`config.mk`:
```
export PLATFORM = sky130hd
export DESIGN_NAME = serial_frame_tx
export DESIGN_NICKNAME = d
export VERILOG_FILES = /design/src/rtl/seq_tx_pkg.sv /design/src/rtl/piso_shift.sv /design/src/rtl/serial_frame_tx.sv
export SDC_FILE = /design/constraint.sdc
export NUM_CORES = 1
export LEC_CHECK = 0
export BUFFER_PORTS_ARGS = -buffer_cell sky130_fd_sc_hd__buf_2
export CAP_MARGIN = 20
export CORE_MARGIN = 3
export CORE_UTILIZATION = 50
export DETAILED_ROUTE_END_ITERATION = 10
export GPL_ROUTABILITY_DRIVEN = 0
export GPL_TIMING_DRIVEN = 0
export HOLD_SLACK_MARGIN = 0.02
export PLACE_DENSITY = 0.79
export SLEW_MARGIN = 20
export SYNTH_ARGS = -nofsm -noshare
export SYNTH_HDL_FRONTEND = slang
export SYNTH_SLANG_ARGS = --single-unit
```
`constraint.sdc`:
```
create_clock -name clk -period 2.05 [get_ports clk]
set_input_delay 0.5125 -clock clk [delete_from_list [all_inputs] [get_ports clk]]
set_output_delay 0.5125 -clock clk [all_outputs]
set_load 0.01 [all_outputs]
```
`src/rtl/seq_tx_pkg.sv`:
```
// Shared definitions for the serial sequence transmitters: one-hot FSM states,
// the default sync pattern and a small elaboration helper.
package seq_tx_pkg;

  typedef enum logic [3:0] {
    ST_IDLE = 4'b0001,
    ST_SYNC = 4'b0010,
    ST_DATA = 4'b0100,
    ST_GAP  = 4'b1000
  } state_e;

  localparam logic [2:0] DEFAULT_SYNC = 3'b110;

  function automatic int unsigned max3(input int unsigned a,
                                       input int unsigned b,
                                       input int unsigned c);
    int unsigned m;
    m = a;
    if (b > m) m = b;
    if (c > m) m = c;
    return m;
  endfunction

endpackage

```
`src/rtl/piso_shift.sv`:
```
// Parallel-in/serial-out shift register; msb is the bit currently at the head.
module piso_shift #(
  parameter int unsigned W = 8
) (
  input  logic         clk,
  input  logic         rst_n,
  input  logic         load,
  input  logic         shift,
  input  logic [W-1:0] din,
  output logic         msb
);

  logic [W-1:0] sr_q;
  logic [W-1:0] sr_d;

  always_comb begin
    sr_d = sr_q;
    if (load) begin
      sr_d = din;
    end else if (shift) begin
      sr_d = sr_q << 1;
    end
  end

  always_ff @(posedge clk or negedge rst_n) begin
    if (!rst_n) begin
      sr_q <= '0;
    end else begin
      sr_q <= sr_d;
    end
  end

  assign msb = sr_q[W-1];

endmodule

```
`src/rtl/serial_frame_tx.sv`:
```
// Serial frame transmitter: sync pattern, payload MSB first, then idle gap zeros,
// one bit per clock, with a valid/ready load port.
module serial_frame_tx
  import seq_tx_pkg::*;
#(
  parameter int unsigned         DATA_W   = 8,
  parameter int unsigned         SYNC_LEN = 3,
  parameter logic [SYNC_LEN-1:0] SYNC     = SYNC_LEN'(DEFAULT_SYNC),
  parameter int unsigned         GAP      = 2
) (
  input  logic              clk,
  input  logic              rst_n,
  input  logic              load_valid,
  input  logic [DATA_W-1:0] load_data,
  output logic              load_ready,
  output logic              out,
  output logic              out_valid,
  output logic              busy,
  output logic              frame_done
);

  localparam int unsigned CNT_W = $clog2(max3(SYNC_LEN, DATA_W, GAP)) + 1;

  if (SYNC_LEN == 0 || DATA_W == 0 || GAP == 0) begin : g_param_check
    $error("serial_frame_tx: SYNC_LEN, DATA_W and GAP must all be >= 1");
  end

  state_e              state_q, state_d;
  logic [CNT_W-1:0]    cnt_q, cnt_d;
  logic                out_q, out_d;
  logic                out_valid_q, out_valid_d;
  logic                busy_q, busy_d;
  logic                frame_done_q, frame_done_d;
  logic                load_ready_q, load_ready_d;
  logic                sr_load, sr_shift, sr_msb;
  logic [SYNC_LEN-1:0] sync_sh;

  piso_shift #(.W(DATA_W)) u_piso (
    .clk  (clk),
    .rst_n(rst_n),
    .load (sr_load),
    .shift(sr_shift),
    .din  (load_data),
    .msb  (sr_msb)
  );

  always_comb begin
    state_d = state_q;
    cnt_d   = cnt_q;
    sr_load = 1'b0;
    case (state_q)
      ST_IDLE: begin
        if (load_valid && load_ready_q) begin
          state_d = ST_SYNC;
          cnt_d   = CNT_W'(SYNC_LEN - 1);
          sr_load = 1'b1;
        end
      end
      ST_SYNC: begin
        if (cnt_q == '0) begin
          state_d = ST_DATA;
          cnt_d   = CNT_W'(DATA_W - 1);
        end else begin
          cnt_d = cnt_q - CNT_W'(1);
        end
      end
      ST_DATA: begin
        if (cnt_q == '0) begin
          state_d = ST_GAP;
          cnt_d   = CNT_W'(GAP - 1);
        end else begin
          cnt_d = cnt_q - CNT_W'(1);
        end
      end
      ST_GAP: begin
        if (cnt_q == '0) begin
          state_d = ST_IDLE;
        end else begin
          cnt_d = cnt_q - CNT_W'(1);
        end
      end
      default: begin
        state_d = ST_IDLE;
        cnt_d   = '0;
      end
    endcase
  end

  // Outputs are registered from the next state so each bit lands on `out`
  // in the same cycle the FSM occupies its slot (first sync bit right after accept).
  always_comb begin
    sync_sh      = SYNC >> cnt_d;
    sr_shift     = (state_d == ST_DATA);
    out_d        = 1'b0;
    if (state_d == ST_SYNC) begin
      out_d = sync_sh[0];
    end else if (state_d == ST_DATA) begin
      out_d = sr_msb;
    end
    out_valid_d  = (state_d == ST_SYNC) || (state_d == ST_DATA);
    busy_d       = (state_d != ST_IDLE);
    frame_done_d = (state_d == ST_GAP) && (cnt_d == '0);
    load_ready_d = (state_d == ST_IDLE);
  end

  always_ff @(posedge clk or negedge rst_n) begin
    if (!rst_n) begin
      state_q      <= ST_IDLE;
      cnt_q        <= '0;
      out_q        <= 1'b0;
      out_valid_q  <= 1'b0;
      busy_q       <= 1'b0;
      frame_done_q <= 1'b0;
      load_ready_q <= 1'b1;
    end else begin
      state_q      <= state_d;
      cnt_q        <= cnt_d;
      out_q        <= out_d;
      out_valid_q  <= out_valid_d;
      busy_q       <= busy_d;
      frame_done_q <= frame_done_d;
      load_ready_q <= load_ready_d;
    end
  end

  assign out        = out_q;
  assign out_valid  = out_valid_q;
  assign busy       = busy_q;
  assign frame_done = frame_done_q;
  assign load_ready = load_ready_q;

endmodule

```
==> results of run 1 <==
## per-stage QoR
| stage | hold slack, ps | setup slack (ps) | power [mW] | utilization (%) |
|---|---|---|---|---|
| after floorplan | 217 | -58.8 | 1.48 | - |
| after global placement | 479 | -292 | 1.69 | 62.4 |
| after detailed placement | 485 | -373 | 1.75 | 62.4 |
| after CTS | 154 | -146 | 2.09 | 66.8 |
| after global routing | 150 | -158 | 2.37 | 68.8 |
| final | 148 | -69.5 | 2.19 | 68.8 |
## registers in the layout (all words and copies together) (netlist names)
signal       count
busy             1
state_q          4
out_valid        1
cnt_q            4
out              1
load_ready       1
frame_done       1
u_piso.sr_q      8
## worst max path at each step
stage | start | endpoint
4_1_cts | cnt_q[1]$_DFF_PN0_ | out$_DFF_PN0_
5_1_grt | cnt_q[1]$_DFF_PN0_ | out$_DFF_PN0_
3_5_place_dp | cnt_q[0]$_DFF_PN0_ | out$_DFF_PN0_
3_3_place_gp | cnt_q[0]$_DFF_PN0_ | out$_DFF_PN0_
2_1_floorplan | cnt_q[1]$_DFF_PN0_ | out$_DFF_PN0_
6_report | cnt_q[1]$_DFF_PN0_ | out$_DFF_PN0_
## timing repair
item / CTS / global route
resized for setup: 2 / 6
pin swaps: 4 / 4
setup endpoints to repair: 2 / 7
buffers inserted: 6 / 1
hold endpoints to repair: 0 / 0
## final cells by class
cell class / instances / area share [%]
inverter: 10 / 2.80
timing repair buffer: 22 / 9.18
clock buffer: 3 / 1.57
sequential: 21 / 36.9
buffer: 5 / 1.66
multi-input combinational: 83 / 45.2
tap: 27 / 2.36
clock inverter: 1 / 0.350
## critical path, stage by stage (launching register included)
cell	delay, ps
dfrtp_1	430
inv_2	80
ha_4	130
nor3b_4	210
inv_2	90
buf_6	140
a21oi_4	120
nor4_1	60
a311o_1	390
o41ai_2	360
## kinds of logic (layout without fill, tap and decap cells)
logic type,Yosys count,count (layout),synth area share [%]
XOR/XNOR,3,3,2.25
multiplexers,7,7,5.99
flip-flops,21,21,45.1
adder cells (fa/ha/maj),2,2,2.14
AND/OR/NAND/NOR,43,43,21.4
AO/OA/AOI/OAI,28,28,17.9
buffers and inverters,15,41,5.24
## power by group through the flow
stage	registers [mW]	clock network, mW	logic (mW)
floorplan	0.695	0	0.786
detailed placement	0.710	0	1.04
global route	0.723	0.221	1.42
global placement	0.705	0	0.985
finish	0.700	0.192	1.30
CTS	0.695	0.200	1.19
## layer usage
metal	vias up	global-route usage (%)	share of wire, %
li1	478	-	-
met1	451	26.2	43
met2	19	35.5	53
met3	6	2.18	2.5
met4	0	7.88	1.9
met5	-	0	0
## synthesized netlist by cell type, drive strengths merged (2+ instances only)
cell    number
a211oi       3
a21oi        9
buf          4
dfrtp       19
dfstp        2
ha           2
inv         10
mux2i        7
nand2        7
nand2b       3
nand3        3
nand3b       2
nor2        12
nor2b        3
nor3b        3
nor4         3
o21ai        5
o22a         3
or3          3
xnor2        2
==> impl_results.md, run 1 <==
* Placed cell area at roughly 1300 um^2
* Largest net degree at the start of global routing at 22
* Ys flop type: dfrtp_1
* Comb pwr share at slightly below 60%
* Final std cells w/o fill at between 150 and 200
* Max FO, Critical Path at 4
* Total gr overflow at 0
* First-pass GRT wire length at between 4000 and 5000 um
* Synth top area share at 40.6%
* Mapped cell area at ~1200 um^2
* Worst Skew at 5.18 ps
* Initial antenna violation count at 0
* Power per cell area at between 1500 and 2000 nW/um^2
* Post-route cell area at roughly 1400 um^2
* FF+latch area at roughly 530 um^2
* CTS Buffer Depth at 2
* Core Footprint at 2080 um^2
* Failing checks: setup timing
* Area of the multi-input gates at between 600 and 700 um^2
* Leakage dissipation at 0.656 nW
* Die width at about 54 um
* Total GRT Usage at a little over 20%
* Critical Path RT at 2240 ps
* Top cells by area, synth: dfrtp_1 41%, mux2i_1 6.0%, dfstp_2 4.5%
* Reg2reg setup slack at -70 ps
* Number of antenna diodes at 0
* Period minus WS final at between 2000 and 2500 ps
* Number of DRC markers in iteration 0 at 19
* Critical path type: flip-flop to flip-flop
* Crit path DAT at around 2300 ps
* I/O Buffers at 15
* Vias post-DR at ~950
* Commonest cells after routing, fill and taps aside: 19 x buf_2, 19 x dfrtp_1, 12 x nor2_1, 8 x a21oi_1
* WL final at 2590 um
* Vias in the first global route at 939
* Final period utilization at 103%
* Psw at between 0.9 and 1 mW
* Switch share at roughly 42%
* Post-synthesis cell type count at 40
* Average cell area after synthesis at between 9 and 10 um^2
* Reg clk slew, reported paths at roughly 110 ps
* Clock Power Share at between 8 and 9%
* Status: finished, violations left
* Area Overhead vs Synth at 22.4%
* CTS root buf: clkbuf_4
* Worst-Margin Slew at between 400 and 500 ps
* Per-cell routed wire length at about 15 um
* CP Capture Type: flip-flop
* IR drop worst, VDD at slightly below 900 uV
* Unrepaired setup endpoints after global routing: true
* Syn Inst Count at roughly 120
* Max-cap check violation count at 0
* EDFF count, synth at 0
* CTS Sinks at 21
* Ys Warns at 0
* Async set-reset flop share out of synthesis at 100%
* Register bit total from synthesis at 21
* Final setup violation count at 1
* Starting Density at 56.2%
* # DRC at 0
* Max_slew headroom at just under 70%
* TritonRoute pass-1 iters at 5
* Hold-fix buffers at CTS at 0
* Final slew viol count at 0
* Clock H-tree levels at 1
* Endpoints failing hold at 0
* Core Rows at 16
* CP Launch Type: flip-flop
* CTS Buf Count at 3
* Worst-Skew Late Latency at ~290 ps
* Post-synthesis cell type with the largest combined area: dfrtp_1
* Dpl hpwl at 1890 um
* CTS tree: built
* Int Power at about 1.3 mW
* DRT antenna net count at 0
* Placed instance count at between 150 and 200
* Final #Nets at 159
* Share of the yosys chip area belonging to registers at a little under half
* Reg2reg end: out$_DFF_PN0_
* Fill cells at approximately 170
* Syn nets at 132
* I/O pin cnt at 16
* Max Fclk at between 0.4 and 0.5 GHz
* Flop pwr share at between 30% and 40%
* Die ar. at roughly 3000 um^2
* Drt via density at ~5.5
* Height of the die at between 50 and 60 um
* Worst reg2reg startpoint: cnt_q[1]$_DFF_PN0_
* Setup TNS at -69.5 ps
* Final setup margin at -69.5 ps
* Reg2Reg Depth at 9
* Share of layout cells above drive strength 1 at between 30% and 40%
* HP Class: input port to asynchronous set/reset pin
Power figures use the tool's default switching activity.
==> inputs of run 2 (changes only) <==
--- a/config.mk
+++ b/config.mk
@@ -5,7 +5,7 @@
 export SDC_FILE = /design/constraint.sdc
 export NUM_CORES = 1
 export LEC_CHECK = 0
-export BUFFER_PORTS_ARGS = -buffer_cell sky130_fd_sc_hd__buf_2
+export BUFFER_PORTS_ARGS = -buffer_cell sky130_fd_sc_hd__buf_4
 export CAP_MARGIN = 20
 export CORE_MARGIN = 3
 export CORE_UTILIZATION = 50
==> run 2 against run 1 <==
Against the previous run:
- the flow still finishes with violations (setup timing)
- core utilization rose by 5.3 points
- via count grew 7.9%
- worst hold slack worse by 92 ps
- critical path depth grew 1
- clock-buffer cell count stayed put
- cell area rose by 7.8%
- cell count grew 3.5%
- clock skew increased by 3.3 ps
- largest cell class unchanged
==> impl_results.md, run 2 (synthesis results as in run 1) <==
* Number of DRC markers in iteration 0 at 32
* Most common cell after layout, fill and taps aside: buf_4
* Worst reg2reg startpoint: cnt_q[0]$_DFF_PN0_
* Power per cell area at around 1500 nW/um^2
* Met1 usage at around 28%
* Clock H-tree levels at 1
* Largest net degree at the start of global routing at 22
* Setup TNS at -114 ps
* Total GRT Usage at 24.0%
* Die width at between 50 and 60 um
* DRT antenna net count at 0
* Core Rows at 16
* IR drop worst, VDD at 1020 uV
* Vias post-DR at around 1,000
* CTS tree: built
* Leakage dissipation at between 0.7 and 0.8 nW
* Max FO, Critical Path at 2
* HP Class: input port to asynchronous set/reset pin
* Largest Register: u_piso.sr_q
* Largest regs: u_piso.sr_q x8, cnt_q x4, state_q x4
* CTS root buf: clkbuf_4
* Vias in the first global route at between 1,000 and 1,500
* TritonRoute pass-1 iters at 4
* Reg2reg setup slack at -60 ps
* # DRC at 0
* Number of antenna diodes at 0
* Final #Nets at about 170
* Final slew viol count at 0
* Height of the die at between 50 and 60 um
* CP Launch Type: flip-flop
* Final Power at 2.35 mW
* Area Overhead vs Synth at 31.9%
* I/O pin cnt at 16
* Final setup margin at -64.6 ps
* Max Fclk at roughly 0.47 GHz
* Fill cells at approximately 150
* CTS Buf Count at 3
* Worst-Skew Late Latency at just over 300 ps
* Final hold slack at around 56 ps
* Core Footprint at approximately 2100 um^2
* Layer with the highest usage: met2
* I/O Buffers at 15
* Max-cap check violation count at 0
* Commonest cells after routing, fill and taps aside: 28 x buf_4, 19 x dfrtp_1, 11 x nor2_1, 8 x a21oi_1
* Dpl hpwl at 2000 um
* Endpoints failing hold at 0
* Worst-Margin Slew at between 300 and 400 ps
* Initial antenna violation count at 0
* Die ar. at around 3000 um^2
* GR Util met2 at 43.8%
* Reg clk slew, reported paths at approximately 120 ps
* Unrepaired setup endpoints after global routing: true
* Critical path type: flip-flop to flip-flop
* Final period utilization at 103%
* Total gr overflow at 0
* Final setup violation count at 2
* Critical Path RT at roughly 2300 ps
* M3 GR Usage at around 1.9%
* Reg2reg end: out$_DFF_PN0_
* Flip-flop count of the largest register after layout at 8
* Reg2Reg Depth at 10
* CTS Buffer Depth at 2
* Failing checks: setup timing
* Crit path DAT at about 2300 ps
* Final Util at between 70% and 80%
* First-pass GRT wire length at ~5000 um
* CP Capture Type: flip-flop
* Per-cell routed wire length at around 17 um
* Drt via density at about 5.8
* Starting Density at a little under three fifths
* Share of layout cells above drive strength 1 at approximately two fifths
* Period minus WS final at 2110 ps
* Hold-fix buffers at CTS at 0
* Max_slew headroom at 73.6%
* CTS Sinks at 21
* WL final at approximately 3000 um
* Worst Skew at approximately 8.5 ps
* Status: finished, violations left
[run 2: cell count changes in the layout (fill, tap and decap cells not counted), sizes merged]
| cell | before | now |
|---|---|---|
| buf | 26 | 32 |
[run 2: worst max path at each step]
stage | start | endpoint | cells past startpoint
final | cnt_q[0]$_DFF_PN0_ | out$_DFF_PN0_ | 10
after global routing | cnt_q[0]$_DFF_PN0_ | out$_DFF_PN0_ | 10
after CTS | cnt_q[0]$_DFF_PN0_ | out$_DFF_PN0_ | 10
after detailed placement | cnt_q[0]$_DFF_PN0_ | out$_DFF_PN0_ | 10
after global placement | cnt_q[0]$_DFF_PN0_ | out$_DFF_PN0_ | 10
after floorplan | cnt_q[1]$_DFF_PN0_ | out$_DFF_PN0_ | 10
[run 2: metrics by stage]
| step | worst slack (ps) | cells | instance area [um^2] |
|---|---|---|---|
| floorplan | -58.8 | 119 | 1190 |
| global placement | -277 | 161 | 1340 |
| detailed placement | -311 | 161 | 1340 |
| CTS | -88.0 | 175 | 1470 |
| global route | -158 | 178 | 1540 |
| finish | -64.6 | 178 | 1540 |
[run 2: layer usage]
layer	up-vias	wire, um
met2	36	1690
met1	497	1130
li1	488	-
met3	8	132
met5	-	0
met4	0	68
[run 2: repair_timing]
action	CTS	global route
setup buffers	11	4
hold endpoints to repair	0	0
pin swaps	8	3
resized for setup	4	8
setup endpoints to repair	2	10
[run 2: layout make-up]
class,instances,area (um^2),share of cell area (%)
buffer,5,23.8,1.54
clock buffer,3,22.5,1.46
clock inverter,1,5.00,0.324
inverter,10,37.5,2.43
multi-input combinational,83,682,44.2
sequential,21,528,34.2
tap,27,33.8,2.19
timing repair buffer,28,210,13.6
[run 2: worst max-delay path, cell delays in order, from the launching register on]
cell and delay [ps]:
dfrtp_1 430, inv_2 80, ha_4 130, nor3b_4 240, inv_2 80, ha_4 210, and3b_1 180, o21ai_2 150
o311ai_4 130, xor2_1 180, o41ai_2 220
[run 2: power breakdown]
part | total (mW) | switching, mW | internal, mW
clock | 0.199 | 0.126 | 0.0728
sequential | 0.709 | 0.126 | 0.583
combinational | 1.44 | 0.768 | 0.673
total | 2.35 | 1.02 | 1.33
==> inputs of run 3 (changes only) <==
--- a/config.mk
+++ b/config.mk
@@ -14,6 +14,7 @@
 export GPL_TIMING_DRIVEN = 0
 export HOLD_SLACK_MARGIN = 0.02
 export PLACE_DENSITY = 0.79
+export RECOVER_POWER = 100
 export SLEW_MARGIN = 20
 export SYNTH_ARGS = -nofsm -noshare
 export SYNTH_HDL_FRONTEND = slang
==> run 3 against run 2 <==
Against the previous run:
- the flow still finishes with violations (setup timing)
- global-route usage unchanged
- critical path depth stayed put
- die area is the same
- setup slack worse by 2.2 ps
- worst hold slack gained 310 ps
- power decreased by 0.91%
- maximum frequency down 0.10%
- wire length rose by 0.66%
- sequential power is essentially flat
- clock-buffer cell count stayed put
- cell count stayed put
- largest cell class unchanged
==> impl_results.md, run 3 (synthesis results as in run 1) <==
* Final hold slack at between 300 and 400 ps
* Number of antenna diodes at 0
* Crit path DAT at 2330 ps
* Final setup violation count at 2
* Power per cell area at roughly 1500 nW/um^2
* Largest net degree at the start of global routing at 22
* TritonRoute pass-1 iters at 4
* Die ar. at between 2000 and 3000 um^2
* Reg2reg end: out$_DFF_PN0_
* Max_slew headroom at 28.5%
* Max FO, Critical Path at 2
* Die width at about 54 um
* Largest Register: u_piso.sr_q
* I/O Buffers at 15
* Vias post-DR at roughly 1,000
* HP Class: input port to asynchronous set/reset pin
* CP peak stage delay at roughly 430 ps
* Reg clk slew, reported paths at 120 ps
* Cell Chain, Critical Path: inv_2 > ha_4 > nor3b_4 > inv_2 > ha_4 > and3b_1 > o21ai_2 > o311ai_4 > xor2_1 > o41ai_2
* Commonest cells after routing, fill and taps aside: 23 x buf_4, 19 x dfrtp_1, 11 x nor2_1, 8 x a21oi_1
* Reg2reg setup slack at -70 ps
* Number of DRC markers in iteration 0 at 27
* Starting Density at between 50% and 60%
* Leakage dissipation at roughly 0.68 nW
* WL final at roughly 3000 um
* Critical Path RT at 2260 ps
* Final setup margin at -66.8 ps
* Status: finished, violations left
* Share of layout cells above drive strength 1 at a little over a third
* Vias in the first global route at 1,073
* CTS Buffer Depth at 2
* Dpl hpwl at between 1500 and 2000 um
* Final Util at roughly three quarters
* Total GRT Usage at 24.0%
* Final slew viol count at 0
* # DRC at 0
* Critical path type: flip-flop to flip-flop
* Critical path startpoint: cnt_q[0]$_DFF_PN0_
* Most common cell after layout, fill and taps aside: buf_4
* Clock H-tree levels at 1
* Flip-flop count of the largest register after layout at 8
* Worst reg2reg startpoint: cnt_q[0]$_DFF_PN0_
* Final period utilization at 103%
* Unrepaired setup endpoints after global routing: true
* Core Rows at 16
* Max-cap check violation count at 0
* Worst-Margin Slew at ~1100 ps
* Endpoints failing hold at 0
* Setup TNS at -128 ps
* First-pass GRT wire length at ~5000 um
* Bufs and invs on worst path at 2
* Per-cell routed wire length at around 17 um
* IR drop worst, VDD at around 1000 uV
* Stages on the worst setup path at 10
* CTS Buf Count at 3
* Slowest cell on crit path: dfrtp_1
* DRT antenna net count at 0
* Reg2Reg Depth at 10
* Worst-Skew Late Latency at about 300 ps
* Largest regs: u_piso.sr_q x8, cnt_q x4, state_q x4
* Height of the die at 54.4 um
* I/O pin cnt at 16
* Total gr overflow at 0
* Core Footprint at 2080 um^2
* Period minus WS final at around 2100 ps
* Final #Nets at 165
* CP Capture Type: flip-flop
* Failing checks: setup timing
* CTS Sinks at 21
* Max Fclk at 0.472 GHz
* Drt via density at ~5.7
* CP Launch Type: flip-flop
* Area Overhead vs Synth at 30.2%
* Initial antenna violation count at 0
* CTS root buf: clkbuf_4
* CTS tree: built
* Worst Skew at about 9.6 ps
* Top delay family on crit path: compound AO/OA/AOI/OAI gates
* Fill cells at between 150 and 200
run 3: cell types whose count changed in the layout (fill, tap and decap cells not counted), sizes merged:
| cell | before | now |
|---|---|---|
| clkbuf | 4 | 10 |
| buf | 32 | 26 |
run 3: report_power, final:
| group | internal (mW) | total (mW) | switching, mW | leakage, nW |
|---|---|---|---|---|
| Combinational | 0.654 | 1.42 | 0.769 | 0.402 |
| Sequential | 0.583 | 0.708 | 0.125 | 0.257 |
| Clock | 0.0727 | 0.197 | 0.125 | 0.0177 |
| Total | 1.31 | 2.33 | 1.02 | 0.677 |
run 3: per-layer routing:
metal	vias to the layer above	part of all wire [%]	global-route usage, %
met1	496	38	27.6
li1	486	-	-
met4	0	1.7	12.4
met2	30	57	43.8
met3	6	3.0	1.91
met5	-	0	0
run 3: per-stage QoR:
step / total power [mW] / std cells / setup WS (ps) / instance area (um^2)
2_1_floorplan: 1.48 / 119 / -58.8 / 1190
3_3_place_gp: 1.71 / 161 / -277 / 1340
3_5_place_dp: 1.76 / 161 / -311 / 1340
4_1_cts: 2.18 / 175 / -88.0 / 1470
5_1_grt: 2.49 / 178 / -158 / 1520
6_report: 2.33 / 178 / -66.8 / 1520
run 3: worst max-delay path by stage:
stage / to
2_1_floorplan: out$_DFF_PN0_
3_3_place_gp: out$_DFF_PN0_
3_5_place_dp: out$_DFF_PN0_
4_1_cts: out$_DFF_PN0_
5_1_grt: out$_DFF_PN0_
6_report: out$_DFF_PN0_
run 3: repair_timing:
action / in CTS / in global routing
cloned: 0 / 0
setup buffers: 11 / 4
endpoints found under the setup margin: 2 / 10
hold buffers: 0 / 0
resized for setup: 4 / 8
pin swaps: 8 / 3
hold endpoints to repair: 0 / 0
run 3: worst reg2reg max path: cells and delay by family (launching register included):
family	cells	cell delay [ps]
adders and majority gates	2	340
xor gates and xnor gates	1	190
AOI/OAI and AO/OA	3	500
buffers and inverters	2	160
and+or+nand+nor	2	410
DFF	1	430
run 3: area by class of cell:
type / instances / area (um^2) / share of cell area [%]
inverters: 10 / 37.5 / 2.47
flip-flops and latches: 21 / 528 / 34.7
multi-input cells: 83 / 682 / 44.8
repair buffers: 28 / 191 / 12.6
well taps: 27 / 33.8 / 2.22
plain buffers: 5 / 22.5 / 1.48
clock inverters: 1 / 5.00 / 0.329
clock buffers: 3 / 22.5 / 1.48
